--- src/rtl/rsa_modexp_unit.sv ---
// Modular exponentiation engine: cypher = plain^exp mod modulus, right-to-left binary
// exponentiation with bit-serial interleaved modular multiplies, fixed latency.
module rsa_modexp_unit #(
  parameter int WIDTH = 8
) (
  input  logic             clk,
  input  logic             rstb,
  input  logic             ena,
  input  logic             en_rsa,
  input  logic             rst_rsa,
  input  logic [WIDTH-1:0] plain_text,
  input  logic [WIDTH-1:0] exp_e,
  input  logic [WIDTH-1:0] mod_m,
  output logic [WIDTH-1:0] cypher,
  output logic             eoc_rsa_unit
);

  localparam int PW = WIDTH + 2;
  localparam int IW = (WIDTH > 1) ? $clog2(WIDTH) : 1;

  typedef enum logic [1:0] {IDLE, LOAD, MULT, DONE} state_t;

  state_t           state_reg, state_next;
  logic [WIDTH-1:0] m_reg, m_next;
  logic [WIDTH-1:0] e_reg, e_next;
  logic [WIDTH-1:0] r_reg, r_next;
  logic [WIDTH-1:0] b_reg, b_next;
  logic [PW-1:0]    pr_reg, pr_next;
  logic [PW-1:0]    pb_reg, pb_next;
  logic [IW-1:0]    k_reg, k_next;
  logic [IW-1:0]    i_reg, i_next;
  logic [WIDTH-1:0] cypher_reg, cypher_next;
  logic             eoc_reg, eoc_next;

  logic [PW-1:0]    m_ext, pr_base, pb_base, pr_step, pb_step;
  logic             bit_b;

  // One shift-add step followed by two conditional subtractions keeps the accumulator below M.
  function automatic logic [PW-1:0] mod_step(input logic [PW-1:0]    acc,
                                             input logic [WIDTH-1:0] addend,
                                             input logic             add_en,
                                             input logic [PW-1:0]    m);
    logic [PW-1:0] t;
    t = {acc[PW-2:0], 1'b0} + (add_en ? {2'b00, addend} : {PW{1'b0}});
    if (t >= m) t = t - m;
    if (t >= m) t = t - m;
    return t;
  endfunction

  always_comb begin
    m_ext   = {2'b00, m_reg};
    pr_base = (i_reg == IW'(WIDTH-1)) ? '0 : pr_reg;
    pb_base = (i_reg == IW'(WIDTH-1)) ? '0 : pb_reg;
    bit_b   = b_reg[i_reg];
    pr_step = mod_step(pr_base, r_reg, bit_b, m_ext);
    pb_step = mod_step(pb_base, b_reg, bit_b, m_ext);
  end

  always_comb begin
    state_next  = state_reg;
    m_next      = m_reg;
    e_next      = e_reg;
    r_next      = r_reg;
    b_next      = b_reg;
    pr_next     = pr_reg;
    pb_next     = pb_reg;
    k_next      = k_reg;
    i_next      = i_reg;
    cypher_next = cypher_reg;
    eoc_next    = eoc_reg;
    case (state_reg)
      IDLE: begin
        eoc_next   = 1'b0;
        state_next = LOAD;
      end
      LOAD: begin
        m_next     = mod_m;
        e_next     = exp_e;
        b_next     = plain_text;
        r_next     = (mod_m < WIDTH'(2)) ? '0 : WIDTH'(1);
        pr_next    = '0;
        pb_next    = '0;
        k_next     = '0;
        i_next     = IW'(WIDTH-1);
        state_next = MULT;
      end
      MULT: begin
        pr_next = pr_step;
        pb_next = pb_step;
        if (i_reg == '0) begin
          // R*B is always computed; it is only committed when the exponent bit is set.
          if (e_reg[k_reg]) r_next = pr_step[WIDTH-1:0];
          b_next = pb_step[WIDTH-1:0];
          i_next = IW'(WIDTH-1);
          k_next = k_reg + 1'b1;
          if (k_reg == IW'(WIDTH-1)) begin
            cypher_next = (m_reg < WIDTH'(2)) ? '0 :
                          (e_reg[k_reg] ? pr_step[WIDTH-1:0] : r_reg);
            eoc_next    = 1'b1;
            state_next  = DONE;
          end
        end else begin
          i_next = i_reg - 1'b1;
        end
      end
      DONE: begin
        eoc_next = 1'b1;
      end
      default: state_next = IDLE;
    endcase
  end

  always_ff @(posedge clk or negedge rstb) begin
    if (!rstb) begin
      state_reg  <= IDLE;
      m_reg      <= '0;
      e_reg      <= '0;
      r_reg      <= '0;
      b_reg      <= '0;
      pr_reg     <= '0;
      pb_reg     <= '0;
      k_reg      <= '0;
      i_reg      <= '0;
      cypher_reg <= '0;
      eoc_reg    <= 1'b0;
    end else if (ena) begin
      if (!rst_rsa) begin
        // Functional abort: back to IDLE, previous result stays visible.
        state_reg <= IDLE;
        eoc_reg   <= 1'b0;
      end else if (en_rsa) begin
        state_reg  <= state_next;
        m_reg      <= m_next;
        e_reg      <= e_next;
        r_reg      <= r_next;
        b_reg      <= b_next;
        pr_reg     <= pr_next;
        pb_reg     <= pb_next;
        k_reg      <= k_next;
        i_reg      <= i_next;
        cypher_reg <= cypher_next;
        eoc_reg    <= eoc_next;
      end
    end
  end

  assign cypher       = cypher_reg;
  assign eoc_rsa_unit = eoc_reg;

endmodule

--- config.mk ---
export PLATFORM = sky130hd
export DESIGN_NAME = rsa_modexp_unit
export DESIGN_NICKNAME = d
export VERILOG_FILES = /design/src/rtl/rsa_modexp_unit.sv
export SDC_FILE = /design/constraint.sdc
export NUM_CORES = 1
export LEC_CHECK = 0
export ABC_AREA = 1
export BUFFER_PORTS_ARGS = -buffer_cell sky130_fd_sc_hd__buf_2
export CORE_MARGIN = 8
export CORE_UTILIZATION = 54
export CTS_CLUSTER_SIZE = 25
export DETAILED_ROUTE_END_ITERATION = 7
export GPL_TIMING_DRIVEN = 0
export MAX_ROUTING_LAYER = met4
export PLACE_DENSITY_LB_ADDON = 0.1
export SLEW_MARGIN = 25
export SYNTH_ARGS = -nofsm -noshare
export SYNTH_HDL_FRONTEND = slang
export SYNTH_SLANG_ARGS = --single-unit
--- constraint.sdc ---
create_clock -name clk -period 16.04 [get_ports clk]
set_input_delay 1.604 -clock clk [delete_from_list [all_inputs] [get_ports clk]]
set_output_delay 1.604 -clock clk [all_outputs]
set_load 0.01 [all_outputs]
==> summary.md <==
| Metric | Value |
|---|---|
| Post-Route Utilization | 61.2% |
| CTS resizes | 0 |
| Tightest Pin Transition | 0.845 ns |
| Gr busiest metal | met2 |
| Hpwl dp | between 10000 and 15000 µm |
| IO buf count | 37 |
| Yosys reg bits | 67 |
| CORE AREA | between 10000 and 15000 µm² |
| Post-Syn Area | roughly 6000 µm² |
| Die Width | ~120 µm |
| Starting DRC count in detailed routing | roughly 510 |
| Yosys warning count | 0 |
| Worst Setup End Kind | flop |
| Hold/Removal Path Class | flop to flop |
| Critical Path Fanout Max | 10 |
| Clk slew on worst S/H paths | about 0.08 ns |
| Sequential area share after synthesis | 27.9% |
| Status | finished, final reports clean |
| Synth-to-layout area growth | 10.5% |
| Synthesized Nets | 940 |
| Max cap viols | 0 |
| CP Data Arrival Time | ~7.0 ns |
| Final Hold Fails | 0 |
| Total GRT Usage | ~23% |
| Worst Path Buf+Inv | 9 |
| Hold_buf cts | 0 |
| Slowest stage cell, crit path | o31ai_1 |
| Met1 Track Usage GR | between 30% and 40% |
| WL final | 16300 µm |
| Post-CTS Setup Bufs | 0 |
| Most used cell along the critical path | inv_1 |
| Area contributors post-synth | dfrtp_1 (28%), nand2_1 (14%), ha_1 (11%), inv_1 (6.8%), nand3_1 (4.8%) |
| RePlAce Congestion | 0.902 |
| Pin count of the biggest net entering global routing | 47 |
| Biggest area consumer among synthesized cells | dfrtp_1 |
| Area share of the largest cell type after synthesis | approximately 28% |
| CTS H-tree lvls | 3 |
| Final nets | roughly 990 |
| Synth Area per Inst | around 7.1 µm² |
| Post-route minimum period | roughly 7 ns |
| Post-synth top cells | nand2_1 (229), inv_1 (108), dfrtp_1 (67) |
| Initial antenna violation count | 0 |
| Vias in the first global route | about 5300 |
| Nature of the critical path startpoint | flop |
| Detailed-router iteration count before antenna repair | 5 |
| Max Fclk | 0.147 GHz |
| Vias | ~5800 |
| Num CTS Buffers | 9 |
| Max Clock Skew | slightly below 0.01 ns |
| Remaining antenna violation count | 0 |
| Period Utilization, post-route | 42.5% |
| Clk Latency, worst-skew pair | between 0.3 and 0.4 ns |
| Top_reg_cell synth | dfrtp_1 |
| Vias per inst | ~5.5 |
| Met2 usage | between 30 and 40% |
| Slowest stage delay, CP | 0.44 ns |
| Slew headroom | between 40 and 50% |
| Place WS | a little over 9 ns |
| # rows | 38 |
| Post-route worst setup slack | slightly above 9 ns |
| Fraction of layout cells with a size suffix above 1 | between 10 and 15% |
| # fillers | slightly above 1000 |
| CTS tree | yes |
| Drt drc | 0 |
| Critical path class | flop to flop |
| Die Y | 121 µm |
| Clock root cell | clkbuf_8 |
| GRT overflow | 0 |
| FFs w/ async S/R, synth | 100% |
| Diodes inserted | 0 |
| Bufs on Longest Clock Path | 2 |
| First-pass GRT wire length | 26400 µm |
| Yosys cell types | 50 |
| Die area | approximately 15000 µm² |
| # IOs | 38 |
| Number of setup violations in the final report | 0 |
| Most frequent cell after synthesis | nand2_1 |
| Post-DR wirelength/cell | ~16 µm |
| Cells after synthesis | 850 |
| Fin Setup TNS | 0 ns |
| Pins Over Slew Limit | 0 |
| Clock sinks | 67 |
| Starting Density | between 50% and 60% |
| Met3 Usage GRT | ~4.7% |
| Critical path required time | 16.27 ns |
| Family with the most delay on the worst path | simple AND/OR/NAND/NOR gates |
| RSZ-0062 raised after global routing | no |
| Post-synth EDFFs | 0 |
[per-layer routing]
| metal | part of all wire (%) | vias up | wire (µm) |
|---|---|---|---|
| li1 | - | 2882 | - |
| met1 | 48 | 2704 | 7800 |
| met2 | 44 | 158 | 7160 |
| met3 | 6.4 | 22 | 1050 |
| met4 | 1.8 | 0 | 300 |
| met5 | 0 | - | 0 |
[placed cells by master (no fill, tap or decap), drive strengths merged, types with 2 or more instances in the layout]
cell,count
nand2,249
inv,114
o21ai,72
nor2,68
nand3,68
dfrtp,67
ha,55
a21oi,52
buf,41
clkbuf,20
xnor2,19
nand4,12
xor2,11
nor4,6
fa,6
mux2,5
or2,5
o211ai,3
a31oi,3
a21o,3
bufinv,3
a22oi,3
clkinv,3
o21bai,2
nand3b,2
o31ai,2
nor3,2
[worst paths after layout]
path | from | endpoint | slack [ns] | cells after the start
min reg2reg | cypher[6] | cypher[6] | 0.48 | 2
min | cypher[6] | cypher[6] | 0.48 | 2
max in group asynchronous | rstb | r_reg[6] | 14.36 | 2
max reg2reg | i_reg[0] | pb_reg[5] | 9.22 | 35
min in group asynchronous | rstb | b_reg[7] | 1.15 | 1
max | i_reg[0] | pb_reg[5] | 9.22 | 35
[final cells by class]
class                      count  area [µm²]  area share, %
tap                          140         175           2.64
buffer                        12        57.6          0.868
inverter                     115         434           6.54
clock buffer                  11         141           2.13
sequential                    67        1680           25.3
multi-input combinational    656        3830           57.8
timing repair buffer          38         215           3.24
clock inverter                 5         100           1.51
[logic make-up after synthesis]
kind of cell	count (synthesis)	share of synthesized area (%)
flip-flops	67	27.9
XOR/XNOR	30	4.38
AND/OR/NAND/NOR	415	31.7
adder cells (fa/ha/maj)	61	13.5
buffers and inverters	127	8.19
AO/OA/AOI/OAI	145	13.3
multiplexers	5	0.938
[tightest hold or removal path: stages (launching register included)]
cell	delay (ns)
dfrtp_1	0.34
nand2_1	0.05
nand2_1	0.05
[stage by stage]
stage / hold WS, ns / instance area [µm²] / cells
finish: 0.478 / 6630 / 1044
global route: 0.494 / 6630 / 1044
CTS: 0.481 / 6630 / 1044
detailed placement: 0.461 / 6390 / 1028
global placement: 0.461 / 6360 / 1027
floorplan: 0.449 / 6000 / 850
Power is not shown: default switching activity piles up to over one toggle a cycle in this logic, so the estimate is an artifact.
